<file path="src/rtl/apb_pmod_gpio.sv">
// APB-controlled GPIO for N_PMOD pmod ports: per-bit output data and output
// enable, two-flop synchronised inputs, and edge-detect interrupts with a
// per-bit mask and write-1-to-clear status.
module apb_pmod_gpio #(
  parameter int APB_AW = 32,
  parameter int APB_DW = 32,
  parameter int N_PMOD = 2,
  parameter int PMOD_W = 4
) (
  input  logic                     clk_in,
  input  logic                     reset_int,
  input  logic [APB_AW-1:0]        PADDR,
  input  logic                     PENABLE,
  input  logic                     PSEL,
  input  logic [APB_DW-1:0]        PWDATA,
  input  logic                     PWRITE,
  output logic [APB_DW-1:0]        PRDATA,
  output logic                     PREADY,
  output logic                     PSLVERR,
  output logic                     irq,
  input  logic                     irq_en,
  input  logic [7:0]               ss_ctrl,
  input  logic [N_PMOD*PMOD_W-1:0] pmod_gpi,
  output logic [N_PMOD*PMOD_W-1:0] pmod_gpo,
  output logic [N_PMOD*PMOD_W-1:0] pmod_gpio_oe
);

  localparam int TW = N_PMOD * PMOD_W;

  logic [TW-1:0] out_q, out_d;
  logic [TW-1:0] oe_q, oe_d;
  logic [TW-1:0] mask_q, mask_d;
  logic [TW-1:0] rise_q, rise_d;
  logic [TW-1:0] fall_q, fall_d;
  logic [TW-1:0] status_q, status_d;
  logic [TW-1:0] sync1_q, sync2_q, prev_q;
  logic          irq_q;

  logic [7:0]        addr;
  logic              is_global;
  logic [2:0]        port_idx;
  logic [1:0]        reg_sel;
  logic              err;
  logic              wr_en;
  logic              rd_en;
  logic              enable;
  logic [TW-1:0]     w1c;
  logic [TW-1:0]     set_bits;
  logic [APB_DW-1:0] rdata;
  logic              unused_bits;

  assign addr      = PADDR[7:0];
  assign is_global = addr[7];
  assign port_idx  = addr[6:4];
  assign reg_sel   = addr[3:2];
  assign enable    = ss_ctrl[0];

  // Only the low address byte, ss_ctrl[0] and the low data bits carry meaning.
  assign unused_bits = ^{PADDR, ss_ctrl, PWDATA};

  // Classify the access: misaligned, unmapped, absent port or write to IN.
  always_comb begin
    err = 1'b0;
    if (addr[1:0] != 2'b00) begin
      err = 1'b1;
    end else if (is_global) begin
      if (addr[6:4] != 3'd0) err = 1'b1;
    end else begin
      if (reg_sel == 2'd3)                 err = 1'b1;
      else if (int'(port_idx) >= N_PMOD)   err = 1'b1;
      else if (reg_sel == 2'd2 && PWRITE)  err = 1'b1;
    end
  end

  assign wr_en   = PSEL & PENABLE & PWRITE & ~err;
  assign rd_en   = PSEL & ~PWRITE & ~err;
  assign PREADY  = 1'b1;
  assign PSLVERR = PSEL & PENABLE & err;

  // Edge events only count while the block is enabled.
  assign set_bits = ((sync2_q & ~prev_q & rise_q) |
                     (~sync2_q & prev_q & fall_q)) & {TW{enable}};

  // Register next-state: APB writes, and status where a new edge beats W1C.
  always_comb begin
    out_d  = out_q;
    oe_d   = oe_q;
    mask_d = mask_q;
    rise_d = rise_q;
    fall_d = fall_q;
    w1c    = '0;
    if (wr_en) begin
      if (is_global) begin
        case (reg_sel)
          2'd0: mask_d = PWDATA[TW-1:0];
          2'd1: rise_d = PWDATA[TW-1:0];
          2'd2: fall_d = PWDATA[TW-1:0];
          default: w1c = PWDATA[TW-1:0];
        endcase
      end else begin
        for (int p = 0; p < N_PMOD; p++) begin
          if (int'(port_idx) == p) begin
            case (reg_sel)
              2'd0: out_d[p*PMOD_W +: PMOD_W] = PWDATA[PMOD_W-1:0];
              2'd1: oe_d[p*PMOD_W +: PMOD_W]  = PWDATA[PMOD_W-1:0];
              default: ;
            endcase
          end
        end
      end
    end
    status_d = (status_q & ~w1c) | set_bits;
  end

  // Read mux; quiet zero unless a valid read is selected.
  always_comb begin
    rdata = '0;
    if (rd_en) begin
      if (is_global) begin
        case (reg_sel)
          2'd0: rdata[TW-1:0] = mask_q;
          2'd1: rdata[TW-1:0] = rise_q;
          2'd2: rdata[TW-1:0] = fall_q;
          default: rdata[TW-1:0] = status_q;
        endcase
      end else begin
        for (int p = 0; p < N_PMOD; p++) begin
          if (int'(port_idx) == p) begin
            case (reg_sel)
              2'd0: rdata[PMOD_W-1:0] = out_q[p*PMOD_W +: PMOD_W];
              2'd1: rdata[PMOD_W-1:0] = oe_q[p*PMOD_W +: PMOD_W];
              2'd2: rdata[PMOD_W-1:0] = sync2_q[p*PMOD_W +: PMOD_W];
              default: ;
            endcase
          end
        end
      end
    end
  end

  assign PRDATA = rdata;

  // Two-flop synchroniser followed by the previous-value flop for edge detect.
  always_ff @(posedge clk_in or negedge reset_int) begin
    if (!reset_int) begin
      sync1_q <= '0;
      sync2_q <= '0;
      prev_q  <= '0;
    end else begin
      sync1_q <= pmod_gpi;
      sync2_q <= sync1_q;
      prev_q  <= sync2_q;
    end
  end

  // Control and status registers.
  always_ff @(posedge clk_in or negedge reset_int) begin
    if (!reset_int) begin
      out_q    <= '0;
      oe_q     <= '0;
      mask_q   <= '0;
      rise_q   <= '0;
      fall_q   <= '0;
      status_q <= '0;
    end else begin
      out_q    <= out_d;
      oe_q     <= oe_d;
      mask_q   <= mask_d;
      rise_q   <= rise_d;
      fall_q   <= fall_d;
      status_q <= status_d;
    end
  end

  // Registered interrupt so the IRQ line is glitch-free.
  always_ff @(posedge clk_in or negedge reset_int) begin
    if (!reset_int) irq_q <= 1'b0;
    else            irq_q <= irq_en & enable & (|(status_q & mask_q));
  end

  assign irq          = irq_q;
  assign pmod_gpo     = out_q & {TW{enable}};
  assign pmod_gpio_oe = oe_q & {TW{enable}};

endmodule

</file>
<file path="config.mk">
export PLATFORM = sky130hd
export DESIGN_NAME = apb_pmod_gpio
export DESIGN_NICKNAME = d
export VERILOG_FILES = /design/src/rtl/apb_pmod_gpio.sv
export SDC_FILE = /design/constraint.sdc
export NUM_CORES = 1
export LEC_CHECK = 0
export BUFFER_PORTS_ARGS = -buffer_cell sky130_fd_sc_hd__buf_2
export CAP_MARGIN = 20
export CORE_MARGIN = 2
export CORE_UTILIZATION = 49
export DETAILED_ROUTE_END_ITERATION = 12
export GPL_ROUTABILITY_DRIVEN = 0
export GPL_TIMING_DRIVEN = 0
export PLACE_DENSITY = 0.9
export SYNTH_ARGS = -nofsm -noshare
export SYNTH_HDL_FRONTEND = slang
export SYNTH_SLANG_ARGS = --single-unit
</file>
<file path="constraint.sdc">
create_clock -name clk_in -period 1.5 [get_ports clk_in]
set_input_delay 0 -clock clk_in [delete_from_list [all_inputs] [get_ports clk_in]]
set_output_delay 0 -clock clk_in [all_outputs]
set_load 0.005 [all_outputs]
</file>
Yosys cells after proc, flatten, opt, wreduce, memory -nomap -nowiden
Cells that the tools add are included.
- reduce and logical (&&, ||, !) cells: 14
- bitwise gates (word level): 25
- mux-type cells: 17
- eq/ne operators: 4
- magnitude comparators: 1
- operators with widths (operator ; number):
    $and 8x8->8 ; 9
    $mux 8 ; 4
    $not 8->8 ; 3
    $pmux 4 s3 ; 2
    $pmux 8 s3 ; 1
    $mux 4 ; 4
    $or 8x8->8 ; 2
    $reduce_and 4->1 ; 4
    $reduce_and 3->1 ; 3
    $and 1x1->1 ; 8
    $reduce_or 8->1 ; 1
    $mux 1 ; 6
    $eq 2x2->1 const B ; 2
    $eq 3x2->1 const B ; 1
    $ge 3x2->1 const B ; 1
    $logic_not 3->1 ; 1
    $not 1->1 ; 3
    $reduce_bool 3->1 ; 1
    $reduce_or 3->1 ; 1
    $eq 2x1->1 const B ; 1
    $logic_not 2->1 ; 1
    $reduce_bool 2->1 ; 1
    $logic_and 1x1->1 ; 1
- register bits: 73
- logic and storage cells: 73
- output and inout port bits: 51
- input bits: 86

Longest topological paths before layout
Gate-level depths: netlist (run 1).
- word-level depth: 13
- depth in mapped cells: 6
- depth with buffers taken out: 3

Worst setup path after synthesis (run 1)
Ideal clock, no wire load.
- path type: input -> register
- start: input PADDR[5]
- end: register status_q[0]
- arrival: 1643 ps
- cell stages on the path: 5
- data required time: 1374 ps
- slack: -269 ps
- buffers on the path: 2
- cell sequence: or4_4 > buf_6 > or4_4 > buf_6 > a221o_1
- cells in the longest elaborated chain, start to end: 11
- elaborated cells between the ends (all ways): 13
- RTL lines (element ; RTL line ; text):
    start, declared ; 12 ; input logic [APB_AW-1:0] PADDR,
    $ge 3x2->1 ; 70 ; else if (int'(port_idx) >= N_PMOD) err = 1'b1;
    $mux 1 ; 70 ;
    $mux 1 ; 69 ; if (reg_sel == 2'd3) err = 1'b1;
    $mux 1 * ; 66 ; end else if (is_global) begin
    $mux 1 * ; 64 ; if (addr[1:0] != 2'b00) begin
    $not 1->1 * ; 75 ; assign wr_en = PSEL & PENABLE & PWRITE & ~err;
    $and 1x1->1 * ; 75 ;
    $mux 8 * ; 92 ; if (wr_en) begin
    $not 8->8 * ; 112 ; status_d = (status_q & ~w1c) | set_bits;
    $and 8x8->8 * ; 112 ;
    $or 8x8->8 * ; 112 ;
    via status_d[0] ; 35 ; logic [TW-1:0] status_q, status_d;
    end signal, assigned ; 171 ; status_q <= status_d;
    end, declared ; 35 ;
Mark *: on every way through the listed nets, which the timed path passes. The rest lies on a longest branch.
A chain may end at the register's enable or synchronous reset.

Final worst setup path (run 1)
- start: register oe_q[6]
- end: output PRDATA[2]
- cells in the longest elaborated chain, start to end: 4
- RTL lines (element ; RTL line ; text):
    start, declared ; 31 ; logic [TW-1:0] oe_q, oe_d;
    start signal, assigned ; 160 ; oe_q <= '0;
    start signal, assigned ; 167 ; oe_q <= oe_d;
    $pmux 4 s3 ; 129 ; case (reg_sel)
    $mux 4 ; 128 ; if (int'(port_idx) == p) begin
    $mux 4 ; 119 ; if (is_global) begin
    $mux 8 ; 118 ; if (rd_en) begin
    end, declared ; 17 ; output logic [APB_DW-1:0] PRDATA,
No other way between the ends.

==> results.md, run 1 <==
- Layout cells sized above 1: 48.1%
- DIE WIDTH: 89.1 um
- Antenna violations before repair: 0
- Worst vdd ir: 0.501 mV
- Global route total overflow: 0
- Antenna-violating nets left: 0
- CTS H-Tree Depth: 3
- Non-filler cells, final: 511
- Root buf cell: clkbuf_8
- Final TNS setup: -920 ps
- Largest net degree at the start of global routing: 74
- DRT Pass-1 Iters: 5
- WP buf/inv: 1
- Max-Cap Viols: 0
- Placed cells: 453
- Final WS setup: -238 ps
- Routed wire per std cell: 16.7 um
- CP startpoint kind: flop
- Layout Area Growth over Synthesis: 34.9%
- Final Max Slew Viols: 0
- Leading area contributor after synthesis: dfrtp_1
- TritonCTS Buffers: 9
- Clock Pin Slew Worst Setup and Hold Paths: 80 ps
- Setup Skew: 6.43 ps
- NumNets Final: 495
- Global-route wire length before repair: 12,700 um
- Core ar.: 7140 um^2
- Worst-margin pin slew: 896 ps
- Via count: 2,706
- Final core occ: 67.1%
- Synth warn: 0
- Setup CP Type: flop to primary output
- Slowest cell on crit path: dfrtp_1
- Clock latency on the worst-skew pair: 350 ps
- Synth top area share: 51.4%
- P per Cell Area: 869 nW/um^2
- CP endpoint kind: primary output
- Leakage: 0.00236 uW
- Die H: 89.1 um
- Yosys cell types: 34
- Status: finished with violations
- Filler cell count: 511
- CTS tree: done
- Cell Area, Synth: 3550 um^2
- DP HPWL: 5380 um
- DP Area: 4070 um^2
- Ant. Diodes: 0
- Final setup fails: 8
- Worst path arrival time: 1740 ps
- Worst path cell trace: mux2_2, a221o_1, a32o_2, buf_2
- Violated checks: setup timing
- Yosys reg bits: 73
- Mapped Cells: 276
- Clock buffer depth: 2
- Post-route design area: 4790 um^2
- # DRC: 0
- Initial core utilization: 49.8%
- Gr usage total: 22.0%
- Relative slew slack: 40.3%
- Largest stage delay, worst path: 390 ps
- Final period utilization: 116%
- Vias in the first global route: 2,627
- Sequential share of the synthesized area: 51.4%
- Fmax: 0.575 GHz
- Final WL: 8530 um
- Req. time, crit path: 1500 ps
- DRT iter0 DRCs: 243
- Final min period: 1740 ps
- Pre-CTS WS: -483 ps
- Clock Sinks: 73
- Synthesized area per cell: 12.9 um^2
- Unrepaired setup endpoints after global routing: true
- Hold Path Class: input pin to flop
- Synth area leaders: dfrtp_1 51%, mux2_2 15%, buf_4 5.3%, mux4_2 5.1%, a221o_1 4.5%
- Die ar.: 7950 um^2
- CP top delay family: compound AO/OA/AOI/OAI gates
- Critical Path Fanout Max: 2
- Via-to-Cell Ratio: 5.30
- IO Count: 137
- # rows: 31
- Final hold violations: 0
- Port bufs: 55
==> sequential cells by signal, summed over array words and instances (netlist names) <==
| signal | flops |
|---|---|
| fall_q | 8 |
| mask_q | 8 |
| oe_q | 8 |
| out_q | 8 |
| prev_q | 8 |
| rise_q | 8 |
| status_q | 8 |
| sync1_q | 8 |
| sync2_q | 8 |
| irq | 1 |
==> repair_timing <==
item / CTS / global route
resized for setup: 15 / 12
hold buffers: 18 / 0
hold endpoints to repair: 115 / 0
pin swaps: 5 / 5
endpoints found under the setup margin: 32 / 24
setup buffers: 16 / 11
==> where the power goes <==
group	switching (uW)	total, uW	internal (uW)
clock	698	1700	1010
sequential	33.8	2050	2020
combinational	207	408	202
total	938	4160	3230
==> cell families (layout without fill, tap and decap cells) <==
| family | after synthesis | count (layout) | synth area share, % |
|---|---|---|---|
| mux | 56 | 56 | 20.3 |
| flops | 73 | 73 | 51.4 |
| simple gates | 71 | 71 | 12.5 |
| other cells | 2 | 25 | 0.211 |
| compound gates | 36 | 36 | 8.49 |
| buf+inv | 38 | 151 | 7.12 |
==> area by class of cell <==
type | instances | area, um^2 | area share, %
multi-input cells | 188 | 1670 | 34.8
well taps | 99 | 124 | 2.58
repair buffers | 100 | 698 | 14.6
flip-flops and latches | 73 | 1830 | 38.1
plain buffers | 35 | 253 | 5.27
inverters | 2 | 7.51 | 0.157
clock buffers | 11 | 151 | 3.16
clock inverters | 3 | 65.1 | 1.36
==> Yosys cell counts <==
cell type,number
a221o_1,16
nor2b_1,10
and3_1,1
conb_1,2
or3_1,1
nand2b_1,3
a32o_1,4
nor4b_1,1
dfrtp_1,73
buf_4,25
or4_4,2
a22oi_1,4
nor4_1,5
o21a_1,1
buf_2,1
mux2_2,48
mux4_2,8
nand4_1,1
o22ai_1,4
a41oi_1,1
and2_1,20
nand3_1,1
a21oi_1,1
clkbuf_1,8
nor3_1,1
nand3b_1,5
and4_1,1
nor2_1,1
o21ai_0,5
nor4_4,1
inv_1,2
or3b_2,2
buf_6,2
nand2_1,15
==> per-stage QoR <==
stage | hold WS (ps) | power (uW)
2_1_floorplan | -296 | 2270
3_3_place_gp | 108 | 2410
3_5_place_dp | 109 | 2420
4_1_cts | 9.61 | 4150
5_1_grt | 28.2 | 4340
6_report | 44.1 | 4160
==> cells in the final DEF, fill, tap and decap left out, drive strengths merged, types with 8 or more instances in the layout <==
master       count
buf            110
dfrtp           73
mux2            48
conb            25
and2            20
dlygate4sd3     18
clkbuf          18
a221o           16
nand2           15
nor2b           10
mux4             8
==> path summary, 6_finish.rpt <==
kind                       cells past startpoint                  start  slack, ps                     to
max reg2reg                                    4  status_q[7]$_DFF_PN0_        350  status_q[7]$_DFF_PN0_
max in group asynchronous                      2              reset_int        610   out_q[4]$_DFFE_PN0P_
max                                            4    oe_q[6]$_DFFE_PN0P_       -240              PRDATA[2]
min in group asynchronous                      2              reset_int        310   sync1_q[6]$_DFF_PN0_
min                                            2             ss_ctrl[0]         40  status_q[1]$_DFF_PN0_
min reg2reg                                    0   sync1_q[6]$_DFF_PN0_        350   sync2_q[6]$_DFF_PN0_
==> layer usage <==
metal | share of wire, % | wire length [um] | track usage [%] | up-vias
li1 | - | - | - | 1234
met1 | 42 | 3540 | 28.1 | 1329
met2 | 48 | 4120 | 34.1 | 122
met3 | 7.1 | 605 | 6.46 | 21
met4 | 3.0 | 259 | 11.5 | 0
met5 | 0 | 0 | 0 | -
==> worst reg2reg max path: stages, from the launching register on <==
cell     delay, ps
dfrtp_1        400
buf_4          130
buf_4          130
nor2b_1        130
a221o_1        250
No activity file was read; power rests on OpenSTA's default activity.
==> inputs of run 2 (changes only) <==
--- a/config.mk
+++ b/config.mk
@@ -13,6 +13,7 @@
 export GPL_ROUTABILITY_DRIVEN = 0
 export GPL_TIMING_DRIVEN = 0
 export PLACE_DENSITY = 0.9
+export REMOVE_ABC_BUFFERS = 1
 export SYNTH_ARGS = -nofsm -noshare
 export SYNTH_HDL_FRONTEND = slang
 export SYNTH_SLANG_ARGS = --single-unit
==> results.md, run 2 (synthesized netlist as in run 1, its figures left out) <==
- Final period utilization: 117%
- Hold_ws: 5.91 ps
- Die H: 89.1 um
- HP Start: PWDATA[2]
- Area taken by multi-input logic gates: 1670 um^2
- Req. time, crit path: 1500 ps
- Ant. Diodes: 0
- Final WL: 8500 um
- Global-route wire length before repair: 13,100 um
- Worst path arrival time: 1760 ps
- Slowest cell on crit path: dfrtp_1
- Leakage: 0.00217 uW
- Relative slew slack: 39.5%
- IO Count: 137
- CP startpoint kind: flop
- Final Max Slew Viols: 0
- Vias in the first global route: 2,670
- Initial core utilization: 49.8%
- DRT iter0 DRCs: 278
- Final WS setup: -260 ps
- Layout cells sized above 1: 46.0%
- Clock Sinks: 73
- DP HPWL: 5080 um
- Filler cell count: 555
- DRT Pass-1 Iters: 4
- TritonCTS Buffers: 9
- CP endpoint kind: primary output
- R2r setup slk: 270 ps
- Worst vdd ir: 0.577 mV
- Final min period: 1760 ps
- NumNets Final: 458
- Violated checks: setup timing
- Setup CP Type: flop to primary output
- # DRC: 0
- Routed wire per std cell: 17.9 um
- Via-to-Cell Ratio: 5.58
- Commonest cells after routing, fill and taps aside: 73 x dfrtp_1, 51 x buf_2, 44 x mux2_2
- Min-Delay Path Depth: 2
- Critical Path Fanout Max: 3
- DIE WIDTH: 89.1 um
- Hold Path Class: input pin to flop
- Antenna-violating nets left: 0
- Sequential cell area: 1830 um^2
- Largest stage delay, worst path: 400 ps
- Final setup fails: 4
- P per Cell Area: 882 nW/um^2
- CTS H-Tree Depth: 3
- Global route total overflow: 0
- Final core occ: 63.1%
- Clock Pin Slew Worst Setup and Hold Paths: 80 ps
- Final hold violations: 0
- Unrepaired setup endpoints after global routing: true
- WHS Endpoint: out_q[6]$_DFFE_PN0P_
- Reg-to-reg endpoint: status_q[7]$_DFF_PN0_
- Worst-margin pin slew: 908 ps
- Port bufs: 56
- Commonest non-fill, non-tap cell in the layout: dfrtp_1
- Root buf cell: clkbuf_8
- Largest net degree at the start of global routing: 74
- Setup Skew: 8.06 ps
- Worst path cell trace: mux2_4, a221o_1, a32o_2, buf_2
- Clock buffer depth: 2
- RR Startpoint: status_q[7]$_DFF_PN0_
- Layout Area Growth over Synthesis: 26.7%
- Cells on worst reg2reg path: 4
- Max-Cap Viols: 0
- Via count: 2,652
- Antenna violations before repair: 0
- Fmax: 0.568 GHz
- Die ar.: 7950 um^2
- Gr usage total: 22.5%
- CTS tree: done
- Core ar.: 7140 um^2
- Clock latency on the worst-skew pair: 350 ps
- # rows: 31
- Status: finished with violations
==> run 2: where the power goes <==
part / switching (uW) / total [uW] / internal, uW
Sequential: 33.7 / 2050 / 2020
Clock: 725 / 1580 / 853
Combinational: 195 / 341 / 146
Total: 953 / 3970 / 3020
==> run 2: metrics by stage <==
stage                     std cells  instance area, um^2  power, uW  setup WS (ps)  setup TNS [ps]
final                           475                 4500       3970           -260            -924
after global routing            475                 4500       4120           -289           -1200
after CTS                       470                 4420       3980           -261            -974
after detailed placement        418                 3800       2360           -779          -25550
after global placement          418                 3800       2350           -744          -23130
after floorplan                 263                 3390       2200           -157           -4180
==> run 2: critical path, delay by kind of cell, from the launching register on <==
kind	cells	cell delay, ps
compound gates	2	610
buf+inv	1	130
flops	1	400
mux	1	280
==> run 2: worst max-delay path by stage <==
| stage | start | endpoint | depth (start not counted) |
|---|---|---|---|
| after floorplan | PADDR[5] | oe_q[0]$_DFFE_PN0P_ | 3 |
| after global placement | PADDR[2] | oe_q[3]$_DFFE_PN0P_ | 4 |
| after detailed placement | PADDR[2] | oe_q[3]$_DFFE_PN0P_ | 4 |
| after CTS | out_q[0]$_DFFE_PN0P_ | PRDATA[0] | 4 |
| after global routing | out_q[0]$_DFFE_PN0P_ | PRDATA[0] | 4 |
| final | out_q[0]$_DFFE_PN0P_ | PRDATA[0] | 4 |
==> run 2: area by class of cell <==
class | count | area share, %
clock buffer | 11 | 3.36
clock inverter | 4 | 1.14
inverter | 2 | 0.167
multi-input combinational | 188 | 37.0
sequential | 73 | 40.6
tap | 99 | 2.75
timing repair buffer | 98 | 15.0
==> run 2: per-layer routing <==
metal	up-vias	track usage, %	share of wire (%)
li1	1156	-	-
met1	1307	27.4	38
met2	151	35.6	48
met3	38	5.17	8.4
met4	0	15.1	4.7
met5	-	1.30	0
==> run 2: what timing repair did <==
action,in CTS,in global routing
hold buffers,15,0
setup buffers,22,5
pin swaps,8,4
setup endpoints to repair,41,20
endpoints found under the hold margin,101,0
resized for setup,19,9
